<file path="src/rtl/mem_load_align.sv">
`timescale 1ns/1ps
// mem_load_align: tracks one outstanding load from EX, aligns the returned word and
// issues the write-back to WB. The bypass outputs are live only when MEM_LOAD_FWD_EN is defined.
module mem_load_align #(
   parameter int unsigned WAIT_MAX = 255
) (
   input  logic        clk,
   input  logic        rst,
   input  logic        in_valid,
   input  logic [7:0]  aluop,
   input  logic [31:0] mem_addr,
   input  logic        in_exc,
   input  logic        in_wen,
   input  logic [4:0]  in_waddr,
   input  logic [31:0] in_wdata,
   input  logic        flush,
   input  logic        rdata_valid,
   input  logic [31:0] rdata,
   output logic        out_valid,
   output logic        out_wen,
   output logic [4:0]  out_waddr,
   output logic [31:0] out_wdata,
   output logic        pause_mem,
   output logic        timeout_err,
   output logic        fwd_valid,
   output logic [31:0] fwd_data
);

   localparam int unsigned CNT_W = 16;

   localparam logic [7:0] ALU_LDB  = 8'h20;
   localparam logic [7:0] ALU_LDH  = 8'h21;
   localparam logic [7:0] ALU_LDW  = 8'h22;
   localparam logic [7:0] ALU_LDBU = 8'h23;
   localparam logic [7:0] ALU_LDHU = 8'h24;
   localparam logic [7:0] ALU_LLW  = 8'h25;

   localparam logic [1:0] S_IDLE  = 2'd0;
   localparam logic [1:0] S_WAIT  = 2'd1;
   localparam logic [1:0] S_DRAIN = 2'd2;

   // Counter value seen in the last WAIT cycle allowed before timing out.
   localparam logic [CNT_W-1:0] CNT_LAST = CNT_W'(WAIT_MAX - 1);

   logic [1:0]       state_q, state_d;
   logic [CNT_W-1:0] cnt_q, cnt_d;
   logic [7:0]       op_q, op_d;
   logic [1:0]       off_q, off_d;
   logic             wen_q, wen_d;
   logic [4:0]       waddr_q, waddr_d;
   logic             out_valid_d, out_wen_d;
   logic [4:0]       out_waddr_d;
   logic [31:0]      out_wdata_d;
   logic             pause_c, timeout_c;
   logic             is_load, load_acc;
   logic [7:0]       byte_sel;
   logic [15:0]      half_sel;
   logic [31:0]      align_data;
   logic             unused_addr;

   assign unused_addr = ^mem_addr[31:2];

   assign is_load  = (aluop == ALU_LDB)  || (aluop == ALU_LDBU) || (aluop == ALU_LDH) ||
                     (aluop == ALU_LDHU) || (aluop == ALU_LDW)  || (aluop == ALU_LLW);
   assign load_acc = in_valid && !in_exc && !flush && is_load;

   // Byte/half-word extraction and extension of the returned word.
   always_comb begin
      unique case (off_q)
         2'd0:    byte_sel = rdata[7:0];
         2'd1:    byte_sel = rdata[15:8];
         2'd2:    byte_sel = rdata[23:16];
         default: byte_sel = rdata[31:24];
      endcase
      half_sel = off_q[1] ? rdata[31:16] : rdata[15:0];
      case (op_q)
         ALU_LDB:  align_data = {{24{byte_sel[7]}}, byte_sel};
         ALU_LDBU: align_data = {24'd0, byte_sel};
         ALU_LDH:  align_data = {{16{half_sel[15]}}, half_sel};
         ALU_LDHU: align_data = {16'd0, half_sel};
         default:  align_data = rdata;
      endcase
   end

   // Next-state and write-back selection.
   always_comb begin
      state_d     = state_q;
      cnt_d       = cnt_q;
      op_d        = op_q;
      off_d       = off_q;
      wen_d       = wen_q;
      waddr_d     = waddr_q;
      out_valid_d = 1'b0;
      out_wen_d   = 1'b0;
      out_waddr_d = '0;
      out_wdata_d = '0;
      pause_c     = 1'b0;
      timeout_c   = 1'b0;
      case (state_q)
         S_IDLE: begin
            if (load_acc) begin
               state_d = S_WAIT;
               cnt_d   = '0;
               op_d    = aluop;
               off_d   = mem_addr[1:0];
               wen_d   = in_wen;
               waddr_d = in_waddr;
               pause_c = 1'b1;
            end else if (in_valid && !flush && !is_load) begin
               out_valid_d = 1'b1;
               out_wen_d   = in_wen;
               out_waddr_d = in_waddr;
               out_wdata_d = in_wdata;
            end
         end
         S_WAIT: begin
            cnt_d   = cnt_q + CNT_W'(1);
            pause_c = !rdata_valid;
            if (rdata_valid) begin
               state_d = S_IDLE;
               if (!flush) begin
                  out_valid_d = 1'b1;
                  out_wen_d   = wen_q;
                  out_waddr_d = waddr_q;
                  out_wdata_d = align_data;
               end
            end else if (flush) begin
               state_d = S_DRAIN;
            end else if (cnt_q == CNT_LAST) begin
               state_d   = S_IDLE;
               timeout_c = 1'b1;
            end
         end
         S_DRAIN: begin
            pause_c = 1'b1;
            if (rdata_valid) state_d = S_IDLE;
         end
         default: state_d = S_IDLE;
      endcase
   end

   always_ff @(posedge clk or negedge rst) begin
      if (!rst) begin
         state_q   <= S_IDLE;
         cnt_q     <= '0;
         op_q      <= '0;
         off_q     <= '0;
         wen_q     <= 1'b0;
         waddr_q   <= '0;
         out_valid <= 1'b0;
         out_wen   <= 1'b0;
         out_waddr <= '0;
         out_wdata <= '0;
      end else begin
         state_q   <= state_d;
         cnt_q     <= cnt_d;
         op_q      <= op_d;
         off_q     <= off_d;
         wen_q     <= wen_d;
         waddr_q   <= waddr_d;
         out_valid <= out_valid_d;
         out_wen   <= out_wen_d;
         out_waddr <= out_waddr_d;
         out_wdata <= out_wdata_d;
      end
   end

   // Stall and timeout must react within the cycle, so they stay combinational.
   assign pause_mem   = rst & pause_c;
   assign timeout_err = rst & timeout_c;

`ifdef MEM_LOAD_FWD_EN
   assign fwd_valid = (state_q == S_WAIT) && rdata_valid && !flush;
   assign fwd_data  = align_data;
`else
   assign fwd_valid = 1'b0;
   assign fwd_data  = '0;
`endif

endmodule
</file>
<file path="config.mk">
export PLATFORM = sky130hd
export DESIGN_NAME = mem_load_align
export DESIGN_NICKNAME = d
export VERILOG_FILES = /design/src/rtl/mem_load_align.sv
export SDC_FILE = /design/constraint.sdc
export NUM_CORES = 1
export LEC_CHECK = 0
export ABC_AREA = 0
export ABC_CLOCK_PERIOD_IN_PS = 2250
export CAP_MARGIN = 20
export CORE_ASPECT_RATIO = 0.75
export CORE_UTILIZATION = 40
export CTS_CLUSTER_DIAMETER = 200
export DETAILED_ROUTE_END_ITERATION = 7
export PLACE_DENSITY = 0.78
export SLEW_MARGIN = 15
export SYNTH_ARGS = -nofsm -noshare
export SYNTH_HDL_FRONTEND = slang
export SYNTH_SLANG_ARGS = --single-unit
</file>
<file path="constraint.sdc">
create_clock -name clk -period 2.25 [get_ports clk]
set_input_delay 0.5625 -clock clk [delete_from_list [all_inputs] [get_ports clk]]
set_output_delay 0.5625 -clock clk [all_outputs]
set_load 0.02 [all_outputs]
</file>
==> results.toml, run 1 <==
[synthesis]
synth_most_common_cell = "dfrtp_1"
yosys_warnings = 0
synth_area_um2 = 4100
yosys_most_used_dff = "dfrtp_1"
synth_common_cells = "dfrtp_1, nand2_1, nor2_1"
ys_seq_area_share_pct = 44.55
synth_top_area_share_pct = 44.55
synth_area_leaders = "dfrtp_1, mux2_2, buf_4"
synthCells = 418
yosysTopAreaCell = "dfrtp_1"
synth_seq_cells = 73
async_flop_share_pct = 100.0
ys_types = 48
synth_edf_count = 0
synth.avg_cell_area_um2 = 9.809

[global_routing]
top_usage_layer = "met2"
grt_pass1_wl_um = 17770
met1_usage_pct = 26.20
grt_pass1_vias = 3653
grt_util_met3_pct = 4.861
grtUsageMet2_pct = 39.07
grt_usage_pct = 21.70
grt_max_degree = 74
overflow = 0
antenna_found_initial = 0

[drt]
detail-route-antenna-nets = 0
via_per_inst = 5.209
drt_wl_total_um = 11270
firstDrtPassIters = 4
via_count = 3730
wire_per_inst_um = 15.74
drc = 0
drt_iter0_markers = 253

[layout]
post-route-util_pct = 61.16
diodes = 0
fin_nets = 697
final_layout_size_suffix_gt1_share_pct = 21.40
areaGrowthSynthToFinish_pct = 46.38

[power]
leakage_nw = 2.665
ir_drop_uv = 383.5
power_w = 0.003675
power_density_nw_per_um2 = 612.4

[critical_path]
cpPeakStageDelay_ns = 0.40
worst-setup-path-type = "reg2out"
reg2reg_depth = 5
crit_path_start_kind = "flip-flop"
required_ns = 1.69
cp_slowest_cell = "or3_4"
end_kind = "primary output"
path_max_fanout = 2
crit_arrival_ns = 1.81
path_cells = "or3_4 -> nor4_4 -> buf_4 -> and3_4 -> buf_6"

[cts]
cts_buffer_depth = 2
root_buffer = "clkbuf_16"
htreeDepth = 3
tritoncts = "built"
numCtsBuffers = 9
hold_buffers = 0
cts_num_sinks = 73
clk_pin_slew_ns = 0.06
clk_latency_ns = 0.33

[timing]
period_share_pct = 105.6
timing.slew.headroom_pct = 38.50
setup_viol = 1
timing.final.max_slew_violations = 0
worst_pin_slew_ns = 0.9225
rsz0062_at_grt = "yes"
fin_skew_ns = 0.009076
fmax_mhz = 421.0
final.setup.worst_slack_ns = -0.1251
hold_viol = 0
period_minus_slack_ns = 2.375

[placed_design]
portBuffers = 126
place_ws_ns = -0.8152
routabilityCongestion = 0.8573
dp_hpwl_um = 8375

[hold_path]
hold_depth = 1
hold_class = "reg2reg"

[status]
violations = "setup timing"
status = "complete, but fails checks"

[floorplan]
pin_count = 190
coreArea_um2 = 9813
dieHeight_um = 89.68
dieArea_um2 = 10660
die_x_um = 118.9
start_util_pct = 41.78
rows = 31

[job]
cap_violations = 0
-- registers in the layout, indices dropped and copies added (netlist names), 2 cells and up --
register   cells
op_q           8
out_waddr      5
state_q        2
off_q          2
out_wdata     32
waddr_q        5
cnt_q         16
-- routing by layer --
metal | wire, um | part of all wire [%] | up-vias
met3 | 630 | 5.6 | 15
met1 | 4907 | 44 | 1800
li1 | - | - | 1759
met4 | 193 | 1.7 | 0
met5 | 0 | 0 | -
met2 | 5539 | 49 | 156
-- worst paths after layout --
check / from / end / slack, ns
max: cnt_q[8]$_DFFE_PN0P_ / timeout_err / -0.13
min: op_q[4]$_DFFE_PN0P_ / op_q[4]$_DFFE_PN0P_ / 0.48
max reg2reg: state_q[1]$_DFFE_PN0P_ / out_wdata[3]$_DFF_PN0_ / 0.18
min reg2reg: op_q[4]$_DFFE_PN0P_ / op_q[4]$_DFFE_PN0P_ / 0.48
max in group asynchronous: rst / op_q[1]$_DFFE_PN0P_ / 1.14
min in group asynchronous: rst / out_wdata[4]$_DFF_PN0_ / 0.49
-- worst max-delay path: cells and delay by family, from the launching register on --
kind                   cells  cell delay (ns)
AND/OR/NAND/NOR            3             0.84
flip-flops                 1             0.39
buffers and inverters      2             0.26
-- placed cells by master (no fill, tap or decap), drive strengths merged, types with 6 or more instances in the layout --
cell type,Yosys,layout
a21oi,11,11
a221o,7,7
a22o,7,7
a22oi,20,20
and2,9,9
buf,44,57
clkbuf,16,13
clkdlybuf4s50,0,114
conb,1,33
dfrtp,73,73
inv,6,10
mux2,24,24
mux4,7,7
nand2,36,36
nand2b,8,8
nand3,11,11
nand4,7,7
nor2,36,36
nor3,6,6
o21ai,43,43
-- per-stage QoR --
step                hold WS (ns)  setup TNS [ns]  area [um^2]  cells
global route              0.4904         -0.2362         6002    716
finish                    0.4758         -0.1251         6002    716
global placement          0.4511          -10.37         5659    697
detailed placement        0.4669          -12.63         5659    697
CTS                       0.4830         -0.1350         5984    716
floorplan                 0.2669               0         4220    450
-- repair_timing --
| action | 4_1_cts | 5_1_grt |
|---|---|---|
| buffers inserted | 3 | 0 |
| resized for setup | 32 | 14 |
| pin swaps | 8 | 6 |
| endpoints found under the setup margin | 2 | 17 |
-- cell type report --
cell class | count | area [um^2]
flip-flops and latches | 73 | 1827
clock inverters | 7 | 60.06
clock buffers | 9 | 225.2
inverters | 6 | 22.52
repair buffers | 178 | 1652
multi-input cells | 311 | 2051
fillers | 765 | 3811
well taps | 132 | 165.2
-- power breakdown --
group | switching (W) | internal, W | total (W)
Sequential | 0.0000570 | 0.00140 | 0.00146
Clock | 0.000600 | 0.000766 | 0.00137
Combinational | 0.000416 | 0.000433 | 0.000848
Total | 0.00107 | 0.00260 | 0.00368
-- cell families after synthesis --
logic type,count (synthesis),synth area share [%]
AO/OA/AOI/OAI,103,16.39
flip-flops,73,44.55
buffers and inverters,66,9.917
XOR/XNOR,4,0.8546
AND/OR/NAND/NOR,134,16.17
multiplexers,35,11.41
other,1,0.09146
adder cells (fa/ha/maj),2,0.6102
Power figures use the tool's default switching activity.
==> inputs of run 2 (changes only) <==
ABC_CLOCK_PERIOD_IN_PS = 2200   (was 2250)
clock period = 2.2 ns   (was 2.25 ns; I/O delays follow)
==> results.toml, run 2 (synthesis results as in run 1) <==
[floorplan]
die_x_um = 118.9
coreArea_um2 = 9813
pin_count = 190
dieArea_um2 = 10660
start_util_pct = 41.78
rows = 31
dieHeight_um = 89.68

[global_routing]
grt_pass1_vias = 3719
antenna_found_initial = 0
grt_usage_pct = 22.86
grt_pass1_wl_um = 18440
grt_max_degree = 74
overflow = 0

[timing]
period_minus_slack_ns = 2.382
hold_viol = 0
setup-tns-final_ns = -0.1825
fmax_mhz = 419.7
timing.slew.headroom_pct = 38.26
fin_skew_ns = 0.01029
rsz0062_at_grt = "yes"
final.setup.worst_slack_ns = -0.1825
setup_viol = 1
period_share_pct = 108.3
worst_pin_slew_ns = 0.9260
timing.final.max_slew_violations = 0

[drt]
drt_iter0_markers = 313
firstDrtPassIters = 7
via_count = 3839
via_per_inst = 5.347
drt_wl_total_um = 11890
drc = 0
detail-route-antenna-nets = 0
wire_per_inst_um = 16.57

[layout]
max_flop_register = "out_wdata"
reg_top3 = "out_wdata (32), cnt_q (16), op_q (8)"
final_layout_size_suffix_gt1_share_pct = 21.50
areaGrowthSynthToFinish_pct = 47.06
stdcell_area_um2 = 6030
most-common-layout-cells = "clkdlybuf4s50_1, dfrtp_1, buf_4"
layout_commonest_cell = "clkdlybuf4s50_1"
final_cells = 718
fin_nets = 699
largest_reg_flops = 32
diodes = 0
num-fill-cells = 775

[cts]
cts_buffer_depth = 2
clk_pin_slew_ns = 0.06
hold_buffers = 0
htreeDepth = 3
numCtsBuffers = 9
cts_num_sinks = 73
clk_latency_ns = 0.34
tritoncts = "built"
root_buffer = "clkbuf_16"

[placed_design]
dp_hpwl_um = 8652
place_ws_ns = -0.7975
portBuffers = 126
routabilityCongestion = 0.8671
dp_cells = 697
place_area_um2 = 5659

[job]
cap_violations = 0

[status]
violations = "setup timing"
status = "complete, but fails checks"

[critical_path]
end_kind = "primary output"
worst-setup-path-type = "reg2out"
crit_arrival_ns = 1.83
required_ns = 1.65
crit_path_start_kind = "flip-flop"
path_max_fanout = 2

[hold_path]
hold_class = "in2async"

[power]
leakage_nw = 2.670
power_density_nw_per_um2 = 625.3
ir_drop_uv = 310.1
[run 2: layout make-up]
| class | count | area [um^2] | area share, % |
|---|---|---|---|
| multi-input combinational | 312 | 2053 | 34.05 |
| sequential | 73 | 1827 | 30.30 |
| timing repair buffer | 179 | 1677 | 27.81 |
| clock buffer | 9 | 225.2 | 3.735 |
| tap | 132 | 165.2 | 2.739 |
| clock inverter | 7 | 60.06 | 0.9961 |
| inverter | 6 | 22.52 | 0.3735 |
[run 2: routing by layer]
metal,global-route usage [%],wire length [um],vias to the layer above
li1,-,-,1766
met1,26.64,4855,1873
met2,41.79,5945,180
met3,5.556,875,20
met4,8.516,218,0
met5,0,0,-
[run 2: final timing paths]
path,cells past startpoint,from,slack (ns),end
worst max-delay path,4,cnt_q[8]$_DFFE_PN0P_,-0.18,timeout_err
worst min-delay path,2,rst,0.47,out_waddr[3]$_DFF_PN0_
worst max register to register,6,state_q[1]$_DFFE_PN0P_,0.16,out_wdata[4]$_DFF_PN0_
worst min register to register,1,op_q[5]$_DFFE_PN0P_,0.48,op_q[5]$_DFFE_PN0P_
max in group asynchronous,2,rst,1.12,off_q[0]$_DFFE_PN0P_
min in group clk,1,op_q[5]$_DFFE_PN0P_,0.48,op_q[5]$_DFFE_PN0P_
[run 2: critical path: stages (launching register included)]
cell and delay (ns):
dfrtp_1 0.38, or3_4 0.41, nor4_4 0.36, and3_1 0.22
buf_6 0.12
[run 2: power breakdown]
part           internal (W)  leakage (nW)  switching [W]
Combinational      0.000444          1.59       0.000432
Sequential          0.00144         0.954      0.0000609
Clock              0.000783         0.131       0.000615
[run 2: per-stage QoR]
| stage | hold slack, ns | total power (W) | util [%] |
|---|---|---|---|
| after global placement | 0.4514 | 0.002337 | 57.67 |
| after detailed placement | 0.4594 | 0.002373 | 57.67 |
| after CTS | 0.4743 | 0.003790 | 61.46 |
| after floorplan | 0.2544 | 0.001967 | - |
| final | 0.4735 | 0.003770 | 61.44 |
| after global routing | 0.4939 | 0.003937 | 61.44 |
[run 2: timing repair]
action,CTS,global route
gates resized for setup,37,15
pin swaps,12,7
endpoints found under the setup margin,17,20
buffers inserted,3,1
cloned,1,0
==> inputs of run 3 (changes only) <==
CORE_MARGIN = 5   (was default)
==> results.toml, run 3 (synthesis results as in run 1) <==
[global_routing]
grt_usage_pct = 19.60
grt_pass1_vias = 3979
antenna_found_initial = 0
grt_pass1_wl_um = 19440
grt_max_degree = 74
overflow = 0

[layout]
final_layout_size_suffix_gt1_share_pct = 23.77
largest_reg_flops = 32
most-common-layout-cells = "clkdlybuf4s50_1, dfrtp_1, buf_4"
layout_commonest_cell = "clkdlybuf4s50_1"
num-fill-cells = 840
diodes = 0
regArea_um2 = 1827
post-route-util_pct = 60.45
areaGrowthSynthToFinish_pct = 49.92
stdcell_area_um2 = 6147
reg_top3 = "out_wdata (32), cnt_q (16), op_q (8)"
multi_input_area_um2 = 2101
max_flop_register = "out_wdata"
fin_nets = 702

[critical_path]
cp_slowest_cell = "or3_4"
path_cells = "or3_4 -> nor4_2 -> buf_4 -> and3_4 -> buf_6"
critical_path_buf_inv_count = 2
required_ns = 1.65
reg2reg_to = "out_wdata[23]$_DFF_PN0_"
critPathTopFamily = "simple AND/OR/NAND/NOR gates"
r2r_slack_ns = 0.25
reg2reg_depth = 7
crit_path_start_kind = "flip-flop"
worst-setup-path-type = "reg2out"
end_kind = "primary output"
path_max_fanout = 2
crit_arrival_ns = 1.81
cpPeakStageDelay_ns = 0.39
rr_startpoint = "state_q[1]$_DFFE_PN0P_"

[placed_design]
place_area_um2 = 5704
dp_hpwl_um = 9207
portBuffers = 126
routabilityCongestion = 0.8669

[cts]
numCtsBuffers = 9
htreeDepth = 3
tritoncts = "built"
cts_buffer_depth = 2
clk_pin_slew_ns = 0.06
clk_latency_ns = 0.33
root_buffer = "clkbuf_16"
cts_num_sinks = 73

[floorplan]
pin_count = 190
dieHeight_um = 97.68
coreArea_um2 = 10170
dieArea_um2 = 12400
die_x_um = 126.9
rows = 32
start_util_pct = 40.32

[status]
status = "complete, but fails checks"
violations = "setup timing"

[power]
ir_drop_uv = 394.6
seqPwrFrac_pct = 39.6
leakage_nw = 2.712
pwr-share-comb_pct = 23.9
switchingPower_w = 0.001102
intPower_w = 0.002679
clkPwrFrac_pct = 36.5
power_density_nw_per_um2 = 615.2
netSwitchingFraction_pct = 29.14

[timing]
timing.final.max_slew_violations = 0
fin_skew_ns = 0.008677
rsz0062_at_grt = "yes"
hold_viol = 0
worst_pin_slew_ns = 0.9407
period_minus_slack_ns = 2.355
setup-tns-final_ns = -0.1554
final.setup.worst_slack_ns = -0.1554
period_share_pct = 107.1
timing.slew.headroom_pct = 37.29
fmax_mhz = 424.6
setup_viol = 1

[drt]
drc = 0
wire_per_inst_um = 16.90
via_per_inst = 5.288
detail-route-antenna-nets = 0
firstDrtPassIters = 4
drt_wl_total_um = 12250
drt_iter0_markers = 326
via_count = 3834

[hold_path]
hold_class = "in2reg"
whs_endpoint = "op_q[2]$_DFFE_PN0P_"
holdCritStartpoint = "aluop[2]"
hold_depth = 2

[job]
cap_violations = 0
==> run 3: timing repair <==
action,CTS,global route
pin swaps,12,13
endpoints found under the hold margin,0,0
resized for setup,39,25
setup endpoints to repair,20,23
setup buffers,2,3
hold buffers,0,0
cloned,1,1
==> run 3: routing by layer <==
| metal | vias up | wire, um | global-route usage, % |
|---|---|---|---|
| met2 | 176 | 5922 | 32.28 |
| met3 | 22 | 935 | 4.670 |
| li1 | 1777 | - | - |
| met1 | 1859 | 5157 | 25.00 |
| met4 | 0 | 233 | 7.420 |
| met5 | - | 0 | 0 |
==> run 3: worst reg2reg max path: stages, from the launching register on <==
cell and delay (ns):
dfrtp_1 0.41, nand2b_1 0.20, buf_4 0.21, nor3b_2 0.37, buf_4 0.21, o31ai_2 0.06
buf_4 0.19, o21ai_0 0.22
==> run 3: power groups by stage <==
stage / clock (W) / sequential [W] / combinational [W]
finish: 0.00138 / 0.00150 / 0.000905
global route: 0.00147 / 0.00151 / 0.000983
CTS: 0.00142 / 0.00149 / 0.000873
detailed placement: 0 / 0.00152 / 0.000866
global placement: 0 / 0.00151 / 0.000836
floorplan: 0 / 0.00156 / 0.000410
==> run 3: worst max path at each step <==
stage,start,to,cells past startpoint
after floorplan,aluop[4],cnt_q[14]$_DFFE_PN0P_,7
final,cnt_q[8]$_DFFE_PN0P_,timeout_err,5
after detailed placement,aluop[5],pause_mem,7
after global placement,aluop[5],pause_mem,7
after global routing,cnt_q[8]$_DFFE_PN0P_,timeout_err,5
after CTS,cnt_q[8]$_DFFE_PN0P_,timeout_err,5
==> run 3: cell type report <==
cell class | count | area share [%]
clock buffers | 9 | 3.664
well taps | 136 | 2.768
multi-input cells | 312 | 34.17
flip-flops and latches | 73 | 29.72
repair buffers | 182 | 28.31
clock inverters | 7 | 0.9974
inverters | 6 | 0.3664
==> run 3: per-stage QoR <==
step	power, W	hold WS, ns	setup slack, ns	cells
floorplan	0.001967	0.2544	0.04094	450
global placement	0.002349	0.4509	-0.7636	703
detailed placement	0.002385	0.4593	-0.8256	703
CTS	0.003783	0.4755	-0.1773	722
global route	0.003961	0.4553	-0.1982	725
finish	0.003782	0.4562	-0.1554	725
